File: config.mk
export PLATFORM = sky130hd
export DESIGN_NAME = hdr_frame_writer
export DESIGN_NICKNAME = d
export VERILOG_FILES = /design/src/rtl/hdr_pkg.sv /design/src/rtl/hdr_wr_fifo.sv /design/src/rtl/hdr_frame_writer.sv
export SDC_FILE = /design/constraint.sdc
export NUM_CORES = 2
export LEC_CHECK = 0
export BUFFER_PORTS_ARGS = -buffer_cell sky130_fd_sc_hd__clkbuf_2
export CORE_MARGIN = 2
export CORE_UTILIZATION = 30
export DETAILED_ROUTE_END_ITERATION = 10
export SYNTH_ARGS = -nofsm -noshare
export SYNTH_HDL_FRONTEND = slang
export SYNTH_HIERARCHICAL = 1
export SYNTH_SLANG_ARGS = --single-unit
File: constraint.sdc
create_clock -name clk -period 8.4 [get_ports clk]
set_input_delay 0.42 -clock clk [delete_from_list [all_inputs] [get_ports clk]]
set_output_delay 0.42 -clock clk [all_outputs]
set_load 0.02 [all_outputs]
File: src/rtl/hdr_pkg.sv
// Shared definitions for the HDR frame writer.
//  - frame geometry (words per frame, pixels per 128-bit word)
//  - RGB565 field widths of a packed pixel
//  - write-path FSM state encoding
package hdr_pkg;

  localparam int unsigned FRAME_WORDS     = 38400;
  localparam int unsigned PIXELS_PER_WORD = 8;
  localparam int unsigned RGB_R_W         = 5;
  localparam int unsigned RGB_G_W         = 6;
  localparam int unsigned RGB_B_W         = 5;
  localparam int unsigned PIXEL_W         = RGB_R_W + RGB_G_W + RGB_B_W;
  localparam int unsigned WORD_W          = PIXELS_PER_WORD * PIXEL_W;

  typedef enum logic [1:0] {
    ST_IDLE      = 2'd0,
    ST_REQ       = 2'd1,
    ST_BURST     = 2'd2,
    ST_FRAME_END = 2'd3
  } wr_state_t;

endpackage

File: src/rtl/hdr_wr_fifo.sv
// Synchronous FIFO buffering tone-mapped words ahead of the SDRAM writer.
//  clk, rst : clock, synchronous active-high reset (empties the FIFO)
//  push     : write din; accepted when not full, or when a pop occurs
//             in the same cycle
//  pop      : advance the read pointer (ignored when empty)
//  din/dout : write data / head-of-FIFO data (combinational read)
//  count    : number of stored words (0..DEPTH)
//  full     : count == DEPTH
//  empty    : count == 0
module hdr_wr_fifo #(
  parameter int unsigned DEPTH = 32,
  parameter int unsigned WIDTH = 128
) (
  input  logic                       clk,
  input  logic                       rst,
  input  logic                       push,
  input  logic                       pop,
  input  logic [WIDTH-1:0]           din,
  output logic [WIDTH-1:0]           dout,
  output logic [$clog2(DEPTH):0]     count,
  output logic                       full,
  output logic                       empty
);

  localparam int unsigned AW = $clog2(DEPTH);
  localparam int unsigned CW = AW + 1;

  logic [WIDTH-1:0] mem [DEPTH];
  logic [AW-1:0]    wr_ptr;
  logic [AW-1:0]    rd_ptr;
  logic             do_push;
  logic             do_pop;

  assign full    = (count == CW'(DEPTH));
  assign empty   = (count == '0);
  assign do_pop  = pop && !empty;
  // A full FIFO still takes a word when the head leaves in the same cycle.
  assign do_push = push && (!full || do_pop);
  assign dout    = mem[rd_ptr];

  always_ff @(posedge clk) begin
    if (do_push) begin
      mem[wr_ptr] <= din;
    end
  end

  always_ff @(posedge clk) begin
    if (rst) begin
      wr_ptr <= '0;
      rd_ptr <= '0;
      count  <= '0;
    end else begin
      if (do_push) begin
        wr_ptr <= wr_ptr + AW'(1);
      end
      if (do_pop) begin
        rd_ptr <= rd_ptr + AW'(1);
      end
      case ({do_push, do_pop})
        2'b10:   count <= count + CW'(1);
        2'b01:   count <= count - CW'(1);
        default: count <= count;
      endcase
    end
  end

endmodule

File: src/rtl/hdr_frame_writer.sv
// HDR frame writer: buffers packed RGB565 words from the tone mapper and
// writes them to the SDRAM frame buffer in fixed-length bursts, alternating
// between two frame buffers so the display always scans a complete frame.
//  clk, rst       : clock, synchronous active-high reset
//  hdr_data       : 128-bit word of 8 packed pixels
//  hdr_data_valid : hdr_data strobe
//  wr_req/wr_ack  : burst request handshake; beats start the cycle after wr_ack
//  wr_addr        : burst start word address, stable while wr_req=1
//  wr_data        : registered write beat, qualified by wr_data_valid
//  frame_written  : one-cycle pulse after the last burst of a frame
//  buf_sel        : buffer being written (display reads ~buf_sel)
//  overflow       : sticky, a word was dropped on a full FIFO
// Optional build macro HDR_FRAME_WRITER_DROP_CNT_EN adds drop_cnt[15:0],
// a saturating dropped-word count cleared on reset and on frame_written.
module hdr_frame_writer
  import hdr_pkg::*;
#(
  parameter int unsigned         FIFO_DEPTH  = 32,
  parameter int unsigned         BURST_LEN   = 8,
  parameter int unsigned         FRAME_WORDS = hdr_pkg::FRAME_WORDS,
  parameter int unsigned         ADDR_W      = 22,
  parameter logic [ADDR_W-1:0]   BUF0_BASE   = 22'h000000,
  parameter logic [ADDR_W-1:0]   BUF1_BASE   = 22'h010000
) (
  input  logic               clk,
  input  logic               rst,
  input  logic [WORD_W-1:0]  hdr_data,
  input  logic               hdr_data_valid,
  output logic               wr_req,
  input  logic               wr_ack,
  output logic [ADDR_W-1:0]  wr_addr,
  output logic [WORD_W-1:0]  wr_data,
  output logic               wr_data_valid,
  output logic               frame_written,
  output logic               buf_sel,
  output logic               overflow
`ifdef HDR_FRAME_WRITER_DROP_CNT_EN
  ,
  output logic [15:0]        drop_cnt
`endif
);

  localparam int unsigned CNT_W  = $clog2(FRAME_WORDS + 1);
  localparam int unsigned BEAT_W = (BURST_LEN > 1) ? $clog2(BURST_LEN) : 1;
  localparam int unsigned FCNT_W = $clog2(FIFO_DEPTH) + 1;

  wr_state_t          state;
  wr_state_t          state_nxt;
  logic [BEAT_W-1:0]  beat;
  logic [CNT_W-1:0]   word_cnt;
  logic [CNT_W-1:0]   word_cnt_inc;
  logic               last_beat;

  logic [WORD_W-1:0]  fifo_dout;
  logic [FCNT_W-1:0]  fifo_count;
  logic               fifo_full;
  logic               fifo_empty;
  logic               fifo_pop;
  logic               drop;

  assign word_cnt_inc = word_cnt + CNT_W'(BURST_LEN);
  assign last_beat    = (beat == BEAT_W'(BURST_LEN - 1));

  // wr_data is registered, so the head is popped one cycle ahead of the
  // beat it appears on: on the wr_ack cycle and on every BURST cycle but
  // the last. That yields exactly BURST_LEN pops and beats.
  assign fifo_pop = !fifo_empty &&
                    ((state == ST_REQ && wr_ack) ||
                     (state == ST_BURST && !last_beat));

  assign drop = hdr_data_valid && fifo_full && !fifo_pop;

  hdr_wr_fifo #(
    .DEPTH (FIFO_DEPTH),
    .WIDTH (WORD_W)
  ) u_fifo (
    .clk   (clk),
    .rst   (rst),
    .push  (hdr_data_valid),
    .pop   (fifo_pop),
    .din   (hdr_data),
    .dout  (fifo_dout),
    .count (fifo_count),
    .full  (fifo_full),
    .empty (fifo_empty)
  );

  always_comb begin
    state_nxt     = state;
    wr_req        = 1'b0;
    frame_written = 1'b0;
    case (state)
      ST_IDLE: begin
        if (fifo_count >= FCNT_W'(BURST_LEN)) begin
          state_nxt = ST_REQ;
        end
      end
      ST_REQ: begin
        wr_req = 1'b1;
        if (wr_ack) begin
          state_nxt = ST_BURST;
        end
      end
      ST_BURST: begin
        if (last_beat) begin
          state_nxt = (word_cnt_inc == CNT_W'(FRAME_WORDS)) ? ST_FRAME_END : ST_IDLE;
        end
      end
      ST_FRAME_END: begin
        frame_written = 1'b1;
        state_nxt     = ST_IDLE;
      end
      default: state_nxt = ST_IDLE;
    endcase
  end

  always_ff @(posedge clk) begin
    if (rst) begin
      state         <= ST_IDLE;
      beat          <= '0;
      word_cnt      <= '0;
      buf_sel       <= 1'b0;
      wr_addr       <= BUF0_BASE;
      wr_data       <= '0;
      wr_data_valid <= 1'b0;
      overflow      <= 1'b0;
    end else begin
      state         <= state_nxt;
      wr_data_valid <= fifo_pop;
      if (fifo_pop) begin
        wr_data <= fifo_dout;
      end
      if (drop) begin
        overflow <= 1'b1;
      end
      if (state == ST_IDLE && state_nxt == ST_REQ) begin
        wr_addr <= (buf_sel ? BUF1_BASE : BUF0_BASE) + ADDR_W'(word_cnt);
      end
      if (state == ST_REQ) begin
        beat <= '0;
      end else if (state == ST_BURST) begin
        beat <= beat + BEAT_W'(1);
      end
      if (state == ST_BURST && last_beat) begin
        word_cnt <= word_cnt_inc;
      end
      if (state == ST_FRAME_END) begin
        word_cnt <= '0;
        buf_sel  <= ~buf_sel;
      end
    end
  end

`ifdef HDR_FRAME_WRITER_DROP_CNT_EN
  // The frame_written clear wins over a drop in the same cycle.
  always_ff @(posedge clk) begin
    if (rst || frame_written) begin
      drop_cnt <= '0;
    end else if (drop && drop_cnt != '1) begin
      drop_cnt <= drop_cnt + 16'd1;
    end
  end
`endif

endmodule

# After elaboration in Yosys (flattened, before gate mapping)
# Memory sizes are Yosys's and may differ from the RTL's. A register that Yosys moved wholly into a read port is not among the register bits.
# Index checks and enable logic that the tools add are counted.
# totals
register_bits	62
mem_bits_rw	4096
in_bits	132
output_inout_bits	155
elab_cells	60
n_memories	1
# mem_list
name	depth	width	read_ports	rd_clocked_by_memory_dff	write_ports	line	source
u_fifo.mem	32	128	1	1	1	hdr_wr_fifo.sv:28	logic [WIDTH-1:0] mem [DEPTH];
# classes
addsub	7
order_cmp	1
n_eq_ne	9
muxes	11
bitwise_logic	1
n_reduce_logical	20
# ops
cell	n
$add A17 B16 Y18	1
$mux W17	1
$add A16 B4 Y16 const B	1
$eq A16 B16 Y1 const B	1
$pmux W6 S2	1
$add A5 B1 Y5 const B	2
$logic_and A1 B1 Y1	9
$mux W2	4
$pmux W2 S4	1
$add A6 B1 Y6 const B	1
$eq A2 B1 Y1 const B	3
$eq A2 B2 Y1 const B	3
$eq A6 B6 Y1 const B	1
$ge A6 B4 Y1 const B	1
$logic_not A6 Y1	1
$sub A6 B1 Y6 const B	1
$logic_not A1 Y1	4
$mux W1	4
$reduce_or A2 Y1	2
$add A3 B1 Y3 const B	1
$eq A3 B3 Y1 const B	1
$logic_not A2 Y1	1
$logic_or A1 B1 Y1	2
$reduce_bool A2 Y1	1
$not A1 Y1	1

# Depth between registers and ports, before layout
# logic_depth
depth_word	10
mapped_depth	16
mapped_depth_nobuf	14

# Modules after synthesis
# The synthesis kept the hierarchy.
# by_module_without_submodules
module	instances	cells_per_inst	area_per_inst_um2	seq_area_each_um2
hdr_wr_fifo	1	6048	155940.8	123418.4
hdr_frame_writer	1	753	5969.5	3263.1

# Least setup slack after synthesis
# No wires, ideal clock.
# synth_timing
path_type	flip-flop to flip-flop
start	reg beat[0]
end	mem u_fifo.mem[31][0] (enable)
setup_ns	0.617
arrival_time_ns	7.731
required_ns	7.783
setup_slack_ns	0.052
stages_incl_launch_ff	12
path_buffers	2
synth_period_minus_slack_ns	8.348
cell_sequence	dfxtp_1 > ha_1 > ha_1 > or3b_1 > a21o_1 > inv_2 > buf_2 > nand2b_1 > o31a_1 > clkbuf_1 > nand2_1 > nor2_1
# synth_via
elab_chain_len	10
# synth_rtl
item	line	source
start, declared	hdr_frame_writer.sv:49	logic [BEAT_W-1:0] beat;
start signal, assigned	hdr_frame_writer.sv:142	beat <= beat + BEAT_W'(1);
$eq A3 B3 Y1	hdr_frame_writer.sv:62	assign last_beat = (beat == BEAT_W'(BURST_LEN - 1));
$logic_not A1 Y1	hdr_frame_writer.sv:69	(state == ST_BURST && !last_beat));
$logic_and A1 B1 Y1	hdr_frame_writer.sv:69	
$logic_or A1 B1 Y1	hdr_frame_writer.sv:68	((state == ST_REQ && wr_ack) ||
$logic_and A1 B1 Y1	hdr_frame_writer.sv:67	assign fifo_pop = !fifo_empty &&
net fifo_pop	hdr_frame_writer.sv:58	logic fifo_pop;
$logic_and A1 B1 Y1	hdr_wr_fifo.sv:36	assign do_pop = pop && !empty;
$logic_or A1 B1 Y1	hdr_wr_fifo.sv:38	assign do_push = push && (!full || do_pop);
$logic_and A1 B1 Y1	hdr_wr_fifo.sv:38	
$mux W1	hdr_wr_fifo.sv:42	if (do_push) begin
$mux W1 (implied by the code)	hdr_wr_fifo.sv:43	mem[wr_ptr] <= din;
end, declared	hdr_wr_fifo.sv:28	
# The timed path passes the listed nets, and every way through them passes these cells.

# Worst setup path in the final report
# layout_timing
start	reg beat[0]
end	mem u_fifo.mem[15][104] (enable)
# layout_via
elab_chain_len	10
# layout_rtl
item	line
$eq A3 B3 Y1	hdr_frame_writer.sv:62
$logic_not A1 Y1	hdr_frame_writer.sv:69
$logic_and A1 B1 Y1	hdr_frame_writer.sv:69
$logic_or A1 B1 Y1	hdr_frame_writer.sv:68
$logic_and A1 B1 Y1	hdr_frame_writer.sv:67
$logic_and A1 B1 Y1	hdr_wr_fifo.sv:36
$logic_or A1 B1 Y1	hdr_wr_fifo.sv:38
$logic_and A1 B1 Y1	hdr_wr_fifo.sv:38
$mux W1	hdr_wr_fifo.sv:42
$mux W1 (implied by the code)	hdr_wr_fifo.sv:43
# No other way between the ends.

==> impl_metrics.toml <==
[outcome]
status = "finished, final reports clean"

[die]
core_sq_um = 537000
fp.dieW_um = 739
fp-row-count = 269
io_pins = 287
start_util_pct = 30.1
die_area_sq_um = 546000
die_h_um = 739

[detailed_routing]
dr.pass1.iters = 8
totalWireLength_um = 414000
viasPerCell = 5.00
drcViolationCount = 0
drtIter0Drc = 7717
wl_per_cell_um = 27.9
ant_nets = 0
vias = 74200

[worst_setup_path]
crit_buf_inv = 2
reg2reg_depth = 10
crit_chain = "ha_1, ha_1, or3b_1, a21o_4, inv_8, nand2b_1, o31a_1, nand2_1, nor2_4, buf_4"
required_ns = 9.01
crit_fanout = 59
cp_common_cell = "ha_1"
crit_type = "reg2reg"
cp_slowest_cell = "nor2_4"
worstReg2RegStart = "beat[0]"
timing.rr.end = "u_fifo/mem[15][104]"
cp.arrival_ns = 6.66
slowest_delay_ns = 1.01
reg2reg_slack_ns = 2.35
crit_family = "simple AND/OR/NAND/NOR gates"
cp-start-kind = "flip-flop"
cp-end-kind = "flip-flop"

[final_layout]
instances_no_fill = 14800
layout_common_cells = "4,096 x edfxtp_1, 1,236 x mux4_2, 411 x clkbuf_16"
n_fill_cell = 49100
areaGrowthSynthToFinish_pct = 14.8
ff_latch_area_sq_um = 127000
fin_area_sq_um = 186000
final_common_cell = "edfxtp_1"
multiInputGateArea_sq_um = 33800
num-nets-final = 7449
drive_gt1_share_pct = 31.9
post-route-util_pct = 34.6

[clock_network]
clk_latency_ns = 1.03
cts_tree = "done"
numCtsBuffers = 404
post-cts-setup-buffers = 0
clockRootBuffer = "clkbuf_16"
clock_path_buffers = 4
clk_pin_slew_ns = 0.06
h-tree-depth = 5
cts.sinks = 4280

[placement]
dp_slack_ns = 2.31
dp_hpwl_um = 227000
place_inst = 14000
dpl-instance-area_sq_um = 173000
gp_congestion = 0.757
io_buffers = 278

[pwr]
power_mw = 42.2
ir_drop_v = 0.000167
p_leak_nw = 54.6
powerDensity_nw_per_um2 = 227

[sta]
fin_crit_sh_pct = 72.0
fin_worst_skew_ns = 0.0758
hold_viol = 0
setup_ws_ns = 2.35
tightest_slew_ns = 1.20
fmax_ghz = 0.165
whs_ns = 0.0752
drv_slew = 0
slew_headroom_pct = 19.7
post-route-min-period_ns = 6.05
finalSetupTns_ns = 0
setup_violations = 0
rsz0062_at_grt = "no"

[synthesis]
synth-edff-count = 4096
syn_area_sq_um = 162000
yosysWarnings = 6
synth_flop_cell = "edfxtp_1"
synth_cells = 6801
synth.avg_cell_area_sq_um = 23.8
ys_ff_latch = 4280
synth_cell_types = 58
synthArstFlopShare_pct = 0
ys_seq_area_share_pct = 78.2

[min_path]
holdPathStages = 1
whs_endpoint = "u_fifo/mem[6][74]"
hp-start = "hdr_data[74]"
hold_class = "in2reg"

[run]
cap_violations = 0

[grt]
grt_pass1_wl_um = 586000
grtUsageTotal_pct = 14.7
antenna_found_initial = 74
grt_max_degree = 139
grt_pass1_vias = 76600
grt-ovfl-total = 0
[how the worst max path moves through the flow]
stage	startpoint	endpoint	slack, ns	cells after the start
2_1_floorplan	beat[0]	u_fifo/mem[31][0]	0.05	11
3_3_place_gp	beat[0]	u_fifo/mem[15][104]	2.33	10
3_5_place_dp	beat[0]	u_fifo/mem[15][104]	2.31	10
4_1_cts	beat[0]	u_fifo/mem[15][104]	2.26	10
5_1_grt	beat[0]	u_fifo/mem[15][104]	2.21	10
6_report	beat[0]	u_fifo/mem[15][104]	2.35	10
[layer usage]
layer	vias to the layer above	share of wire, %	track usage, %
li1	30000	-	-
met1	41000	41	19.5
met2	2553	50	25.3
met3	560	6.6	2.54
met4	40	2.5	3.75
met5	-	0.057	0
[cells in the mapped netlist, drive strengths merged, types with 2 or more instances]
master | n | area [sq um]
buf | 180 | 903
inv | 11 | 41.3
nand3 | 9 | 45.0
mux2i | 46 | 460
and2 | 4 | 25.0
nor3 | 5 | 25.0
nand4 | 10 | 62.6
a22oi | 3 | 22.5
a31oi | 2 | 12.5
edfxtp | 4096 | 123000
and3 | 5 | 31.3
a221o | 22 | 220
xnor2 | 7 | 61.3
or4 | 2 | 15.0
or3 | 9 | 56.3
a2111o | 2 | 22.5
o211ai | 2 | 15.0
o31a | 3 | 26.3
ha | 12 | 150
or3b | 4 | 35.0
nand3b | 6 | 45.0
xor2 | 8 | 70.1
nor2 | 62 | 233
or2 | 2 | 12.5
nor2b | 4 | 25.0
nand2 | 296 | 1110
o22ai | 24 | 150
mux4 | 1236 | 27800
dfxtp | 184 | 3680
a21o | 5 | 37.5
o21ai | 14 | 70.1
a21oi | 158 | 791
nand2b | 3 | 18.8
clkbuf | 198 | 744
o31ai | 2 | 28.8
mux2 | 150 | 1690
[area by class of cell]
type                       instances  share of cell area [%]
sequential                      4280                    68.2
multi-input combinational       2139                    18.2
clock inverter                   231                    1.13
tap                             7181                    4.83
antenna                           19                  0.0256
inverter                          11                  0.0262
timing repair buffer             468                    1.84
clock buffer                     511                    5.80
[state kept, by name, summed over array words and instances (netlist names), named ones only]
register and cells:
wr_addr 14, u_fifo/wr_ptr 5, state 2, u_fifo/count 6, u_fifo/rd_ptr 5, buf_sel 1
u_fifo/mem 4096, word_cnt 13, wr_data_valid 1, overflow 1, wr_data 128, beat 3
[timing repair]
| action | CTS | global route |
|---|---|---|
| gates resized for setup | 0 | 0 |
| hold buffers | 31 | 0 |
| endpoints found under the hold margin | 531 | 0 |
[power by group]
group	internal, mW	switching, mW
clock	9.90	7.90
sequential	23.5	0.0327
combinational	0.227	0.610
total	33.6	8.55
[logic make-up after synthesis]
| logic type | synth area share (%) |
|---|---|
| flip-flops | 78.2 |
| multiplexers | 18.5 |
| AND/OR/NAND/NOR | 1.10 |
| buffers and inverters | 1.04 |
| AO/OA/AOI/OAI | 0.910 |
| XOR/XNOR | 0.0811 |
| adder cells (fa/ha/maj) | 0.105 |
| other | 0.00232 |
Note: power is estimated with default switching activity, not from simulation.
